## config.mk

```make
export PLATFORM = sky130hd
export DESIGN_NAME = alu_seq
export DESIGN_NICKNAME = d
export VERILOG_FILES = /design/src/rtl/alu_seq.sv
export SDC_FILE = /design/constraint.sdc
export NUM_CORES = 1
export LEC_CHECK = 0
export CAP_MARGIN = 5
export CORE_MARGIN = 10
export CORE_UTILIZATION = 57
export DETAILED_ROUTE_END_ITERATION = 12
export GPL_TIMING_DRIVEN = 0
export PLACE_DENSITY = 0.84
export SLEW_MARGIN = 30
export SYNTH_ARGS = -nofsm -noshare
export SYNTH_HDL_FRONTEND = slang
export SYNTH_SLANG_ARGS = --single-unit
export TNS_END_PERCENT = 1
```

## constraint.sdc

```tcl
create_clock -name clk -period 8 [get_ports clk]
set_input_delay 1.2 -clock clk [delete_from_list [all_inputs] [get_ports clk]]
set_output_delay 1.2 -clock clk [all_outputs]
set_load 0.02 [all_outputs]
```

## src/rtl/alu_seq.sv

```systemverilog
// Bit-serial add/negate/subtract sequencer built around one shared 1-bit cell, LSB first.
// Optional: define ALU_SEQ_REVSUB_EN to make op 11 a reverse subtract (b-a) instead of pass-through.
module alu_seq #(
   parameter int WIDTH = 8
) (
   input  logic             clk,
   input  logic             rst_n,
   input  logic             start,
   input  logic [1:0]       op,
   input  logic [WIDTH-1:0] a,
   input  logic [WIDTH-1:0] b,
   output logic             busy,
   output logic             done,
   output logic [WIDTH-1:0] result,
   output logic             flag
);

   localparam int CW = $clog2(WIDTH);
   localparam logic [CW-1:0] LAST = CW'(WIDTH - 1);

   typedef enum logic [1:0] {S_IDLE, S_RUN, S_FIX, S_DONE} state_t;
   typedef enum logic [1:0] {OP_ADD = 2'b00, OP_NEG = 2'b01, OP_SUB = 2'b10, OP_X = 2'b11} op_t;

   state_t           r_state;
   state_t           w_next;
   op_t              r_op;
   logic [WIDTH-1:0] r_a;
   logic [WIDTH-1:0] r_b;
   logic [CW-1:0]    r_cnt;
   logic             r_carry;
   logic [WIDTH-1:0] r_acc;
   logic [WIDTH-1:0] r_result;
   logic             r_flag;

   logic             w_x;
   logic             w_y;
   logic             w_sub;
   logic             w_s;
   logic             w_cout;
   logic             w_last;
   logic [WIDTH-1:0] w_acc_next;

   // Operand selection for the shared cell; FIX feeds the partial result back with y=0.
   // NOTE: every always_comb output gets a default first so no path leaves it unassigned (no latch).
   always_comb begin
      w_x   = 1'b0;
      w_y   = 1'b0;
      w_sub = 1'b0;
      if (r_state == S_FIX) begin
         w_x = r_acc[0];
      end else begin
         case (r_op)
            OP_ADD: begin
               w_x = r_a[r_cnt];
               w_y = r_b[r_cnt];
            end
            OP_NEG: begin
               w_x = ~r_a[r_cnt];
            end
            OP_SUB: begin
               w_x   = r_a[r_cnt];
               w_y   = r_b[r_cnt];
               w_sub = 1'b1;
            end
            OP_X: begin
`ifdef ALU_SEQ_REVSUB_EN
               w_x   = r_b[r_cnt];
               w_y   = r_a[r_cnt];
               w_sub = 1'b1;
`endif
            end
            default: begin
               w_x = 1'b0;
            end
         endcase
      end
   end

   assign w_s        = w_x ^ w_y ^ r_carry;
   assign w_cout     = w_sub ? ((~w_x & w_y) | (~(w_x ^ w_y) & r_carry))
                             : ((w_x & w_y) | ((w_x ^ w_y) & r_carry));
   assign w_last     = (r_cnt == LAST);
   assign w_acc_next = {w_s, r_acc[WIDTH-1:1]};

   // NOTE: sequential state uses non-blocking assignments so every flop samples pre-edge values.
   always_ff @(posedge clk or negedge rst_n) begin
      if (!rst_n) r_state <= S_IDLE;
      else        r_state <= w_next;
   end

   always_comb begin
      w_next = r_state;
      case (r_state)
         S_IDLE: begin
            if (start) begin
`ifdef ALU_SEQ_REVSUB_EN
               w_next = S_RUN;
`else
               w_next = (op == OP_X) ? S_DONE : S_RUN;
`endif
            end
         end
         S_RUN: begin
            if (w_last) w_next = (r_op == OP_ADD && w_cout) ? S_FIX : S_DONE;
         end
         S_FIX: begin
            if (w_last) w_next = S_DONE;
         end
         S_DONE:  w_next = S_IDLE;
         default: w_next = S_IDLE;
      endcase
   end

   always_comb begin
      busy = (r_state == S_RUN) || (r_state == S_FIX);
      done = (r_state == S_DONE);
   end

   always_ff @(posedge clk or negedge rst_n) begin
      if (!rst_n) begin
         r_op     <= OP_ADD;
         r_a      <= '0;
         r_b      <= '0;
         r_cnt    <= '0;
         r_carry  <= 1'b0;
         r_acc    <= '0;
         r_result <= '0;
         r_flag   <= 1'b0;
      end else begin
         case (r_state)
            S_IDLE: begin
               if (start) begin
                  r_a     <= a;
                  r_b     <= b;
                  r_op    <= op_t'(op);
                  r_cnt   <= '0;
                  r_carry <= (op == OP_NEG);
                  r_acc   <= '0;
`ifndef ALU_SEQ_REVSUB_EN
                  if (op == OP_X) begin
                     r_result <= a;
                     r_flag   <= 1'b0;
                  end
`endif
               end
            end
            S_RUN: begin
               r_acc   <= w_acc_next;
               r_carry <= w_cout;
               r_cnt   <= w_last ? '0 : r_cnt + 1'b1;
               // An add with carry-out goes to FIX; that carry=1 doubles as FIX's carry-in.
               if (w_last && !(r_op == OP_ADD && w_cout)) begin
                  r_result <= w_acc_next;
                  r_flag   <= (r_op == OP_ADD) ? 1'b0 : w_cout;
               end
            end
            S_FIX: begin
               r_acc   <= w_acc_next;
               r_carry <= w_cout;
               r_cnt   <= w_last ? '0 : r_cnt + 1'b1;
               if (w_last) begin
                  r_result <= w_acc_next;
                  r_flag   <= 1'b1;
               end
            end
            default: begin
               r_cnt <= r_cnt;
            end
         endcase
      end
   end

   assign result = r_result;
   assign flag   = r_flag;

endmodule
```

==> results by group <==
Floorplanning
  – Die Span X: 79.6 um
  – I/O pin cnt: 32
  – Starting density of the core: 59.7%
  – Die H: 79.6 um
  – # rows: 21
  – Core area: 0.00339 mm2
  – DIE AREA: 0.00633 mm2

Power and ir drop
  – Net Sw Frac: 40.4%
  – Leakage: 0.00113 uW
  – Sequential Power Share: 34.1%
  – PwrDens: 415 mW/mm2
  – Clock network power share: 13.5%
  – Internal power: 617 uW
  – Combinational Power Share: 52.4%
  – Switch Pwr: 419 uW
  – Peak supply drop: 0.297 mV

Yosys
  – Xor and xnor area share after synthesis: 0%
  – Post-Synthesis Cells: 184
  – Area contributors post-synth: dfrtp_1, mux2_2, o21ai_0, nand2_1, mux4_1
  – Largest area contributor in the netlist: dfrtp_1
  – Post-synth top flop: dfrtp_1
  – Synth async-reset ratio: 100%
  – Post-synthesis mux area share: 18.3%
  – Post-synth EDFFs: 0
  – Mapped cell area: 0.00202 mm2
  – Syn_nets: 213
  – Synth Area in Adders: 5.69%
  – Combinational family with the most area after synthesis: multiplexers
  – Syn_area_per_cell: 11.0 um2
  – Seq/Total Area, Yosys: 50.7%
  – Complex-gate fraction of the synthesized area: 9.90%
  – Yosys warns: 0
  – Yosys top cell area share: 50.7%
  – Synthesis-stage register bit count: 41
  – Most frequent cells after synthesis: dfrtp_1, nand2_1, o21ai_0
  – Most common cell in the netlist: dfrtp_1
  – Cell variety after synth: 27
  – Post-Synth Simple-Gate Area: 11.4%

Timing
  – Rel. slew slack: 68.7%
  – RSZ-0062 raised after global routing: no
  – Post-layout min period: 3240 ps
  – Slew of the pin with the lowest slew margin: 470 ps
  – Fmax achieved: 308 MHz
  – Fin crit share: 40.5%
  – Final hold viol count: 0
  – Post-Route Skew: 4.33 ps
  – Max-slew violations: 0
  – Final setup violation count: 0
  – Fin Setup TNS: 0 ps

Clock network
  – H-tree depth: 2
  – Worst-Skew Late Latency: 370 ps
  – CTS Sinks: 41
  – Postcts setup bufs: 0
  – CTS clk-pin slew, worst paths: 130 ps
  – CTS tree: built
  – CTS root buf: clkbuf_4
  – Total CTS buffers: 5
  – CTS Buffer Depth: 2
  – # hold bufs at CTS: 0
  – # resized after CTS: 0

Finish
  – Final cell count without fillers: 270
  – Area growth syn-to-layout: 23.5%
  – FILL cells: 228
  – Share of layout cells above drive strength 1: 14.7%
  – Ant. Diodes: 0
  – Layout Nets: 252

Route
  – Detailed Routing Iterations Pass 1: 4
  – Via count: 1,534
  – DRT antenna net count: 0
  – Total Wirelength: 4500 um
  – Iter 0 DRT Violations: 168
  – Vias/cell: 5.68
  – DRC: 0
  – DR WL/cell: 16.7 um

Global routing
  – Antenna violations before repair: 0
  – First-pass GRT wire length: 7620 um
  – Vias in the first global route: 1,601
  – Largest net degree at the start of global routing: 26
  – Gr usage total: 15.2%
  – Grt total ovfl: 0

Critical path
  – Req. time, crit path: 8270 ps
  – CP Class: reg2reg
  – CP Capture Type: flip-flop
  – CP startpoint kind: flip-flop
  – CP Data Arrival Time: 3510 ps
  – Crit path max fanout: 9

Placement
  – Post-Place Cells: 262
  – Port buffer count: 31
  – Final GP Congestion: 0.892
  – Post-DP HPWL: 3460 um

Run
  – Max Cap Viol: 0

Hold path
  – Worst hold path class: reg2reg

Status
  – Status: completed
-- metal layers --
layer	GRT usage (%)	share of wire [%]	vias up
met4	5.73	2.0	0
met1	17.7	40	758
li1	-	-	710
met3	5.18	6.5	11
met5	0	0	-
met2	25.2	52	55
-- layout make-up --
| class | instances | area (um2) | share of cell area (%) |
|---|---|---|---|
| multi-input combinational | 124 | 917 | 36.7 |
| inverter | 11 | 41.3 | 1.65 |
| sequential | 41 | 1030 | 41.1 |
| buffer | 8 | 37.5 | 1.50 |
| timing repair buffer | 32 | 333 | 13.3 |
| clock buffer | 5 | 37.5 | 1.50 |
| tap | 46 | 57.6 | 2.31 |
| clock inverter | 3 | 46.3 | 1.85 |
-- per-stage QoR --
step / util [%] / total power [uW] / area, um2 / setup slack [ps] / hold slack (ps)
6_report: 73.6 / 1040 / 2500 / 4760 / 494
5_1_grt: 73.6 / 1120 / 2500 / 4520 / 519
4_1_cts: 73.6 / 1040 / 2500 / 4720 / 496
3_5_place_dp: 71.2 / 900 / 2410 / 4730 / 466
3_3_place_gp: 70.5 / 868 / 2390 / 4800 / 459
2_1_floorplan: - / 723 / 2020 / 5050 / 442
-- flip-flops by register name, indices dropped and copies added (netlist names) --
signal,cells
r_b,8
result,8
r_acc,8
r_a,8
r_cnt,3
r_op,2
r_state,2
flag,1
r_carry,1
-- power by group through the flow --
stage          Sequential (uW)  Combinational, uW  Clock [uW]
3_5_place_dp               357                543           0
5_1_grt                    364                602         151
3_3_place_gp               350                518           0
4_1_cts                    353                548         143
2_1_floorplan              364                359           0
6_report                   354                542         140
-- cells in the final DEF (no fill, tap or decap), types with 2 or more instances in the layout --
| cell type | count |
|---|---|
| a21oi_1 | 3 |
| mux4_1 | 4 |
| mux2i_1 | 4 |
| clkbuf_1 | 7 |
| clkbuf_4 | 5 |
| fa_1 | 2 |
| mux2_2 | 20 |
| o21ai_0 | 27 |
| o2bb2ai_1 | 2 |
| nor2_1 | 6 |
| clkdlybuf4s50_1 | 30 |
| nor2b_1 | 2 |
| nand3_1 | 3 |
| inv_1 | 11 |
| nand2b_1 | 2 |
| ha_1 | 6 |
| nand2_1 | 33 |
| dfrtp_1 | 41 |
-- critical path, stage by stage, from the launching register on --
cell	delay, ps
dfrtp_1	400
buf_6	140
mux4_1	550
mux2i_1	220
mux2i_1	250
mux2_2	190
fa_1	180
or3b_2	460
o2bb2ai_1	170
nand3_2	210
mux2_2	370
-- worst paths after layout --
check,start,to,slack (ps),depth (start not counted)
max,r_cnt[0]$_DFFE_PN0P_,result[6]$_DFFE_PN0P_,4760,10
max reg2reg,r_cnt[0]$_DFFE_PN0P_,result[6]$_DFFE_PN0P_,4760,10
min reg2reg,r_a[4]$_DFFE_PN0P_,r_a[4]$_DFFE_PN0P_,490,2
max in group asynchronous,rst_n,r_b[3]$_DFFE_PN0P_,6780,2
min,r_a[4]$_DFFE_PN0P_,r_a[4]$_DFFE_PN0P_,490,2
min in group asynchronous,rst_n,r_acc[7]$_DFFE_PN0P_,750,1
-- cells by family (layout without fill, tap and decap cells) --
kind of cell | Yosys count | after routing
simple gates | 52 | 52
flops | 41 | 41
compound gates | 36 | 36
mux | 28 | 28
buf+inv | 19 | 59
fa+ha+maj | 8 | 8
Note: power is estimated with default switching activity, not from simulation.
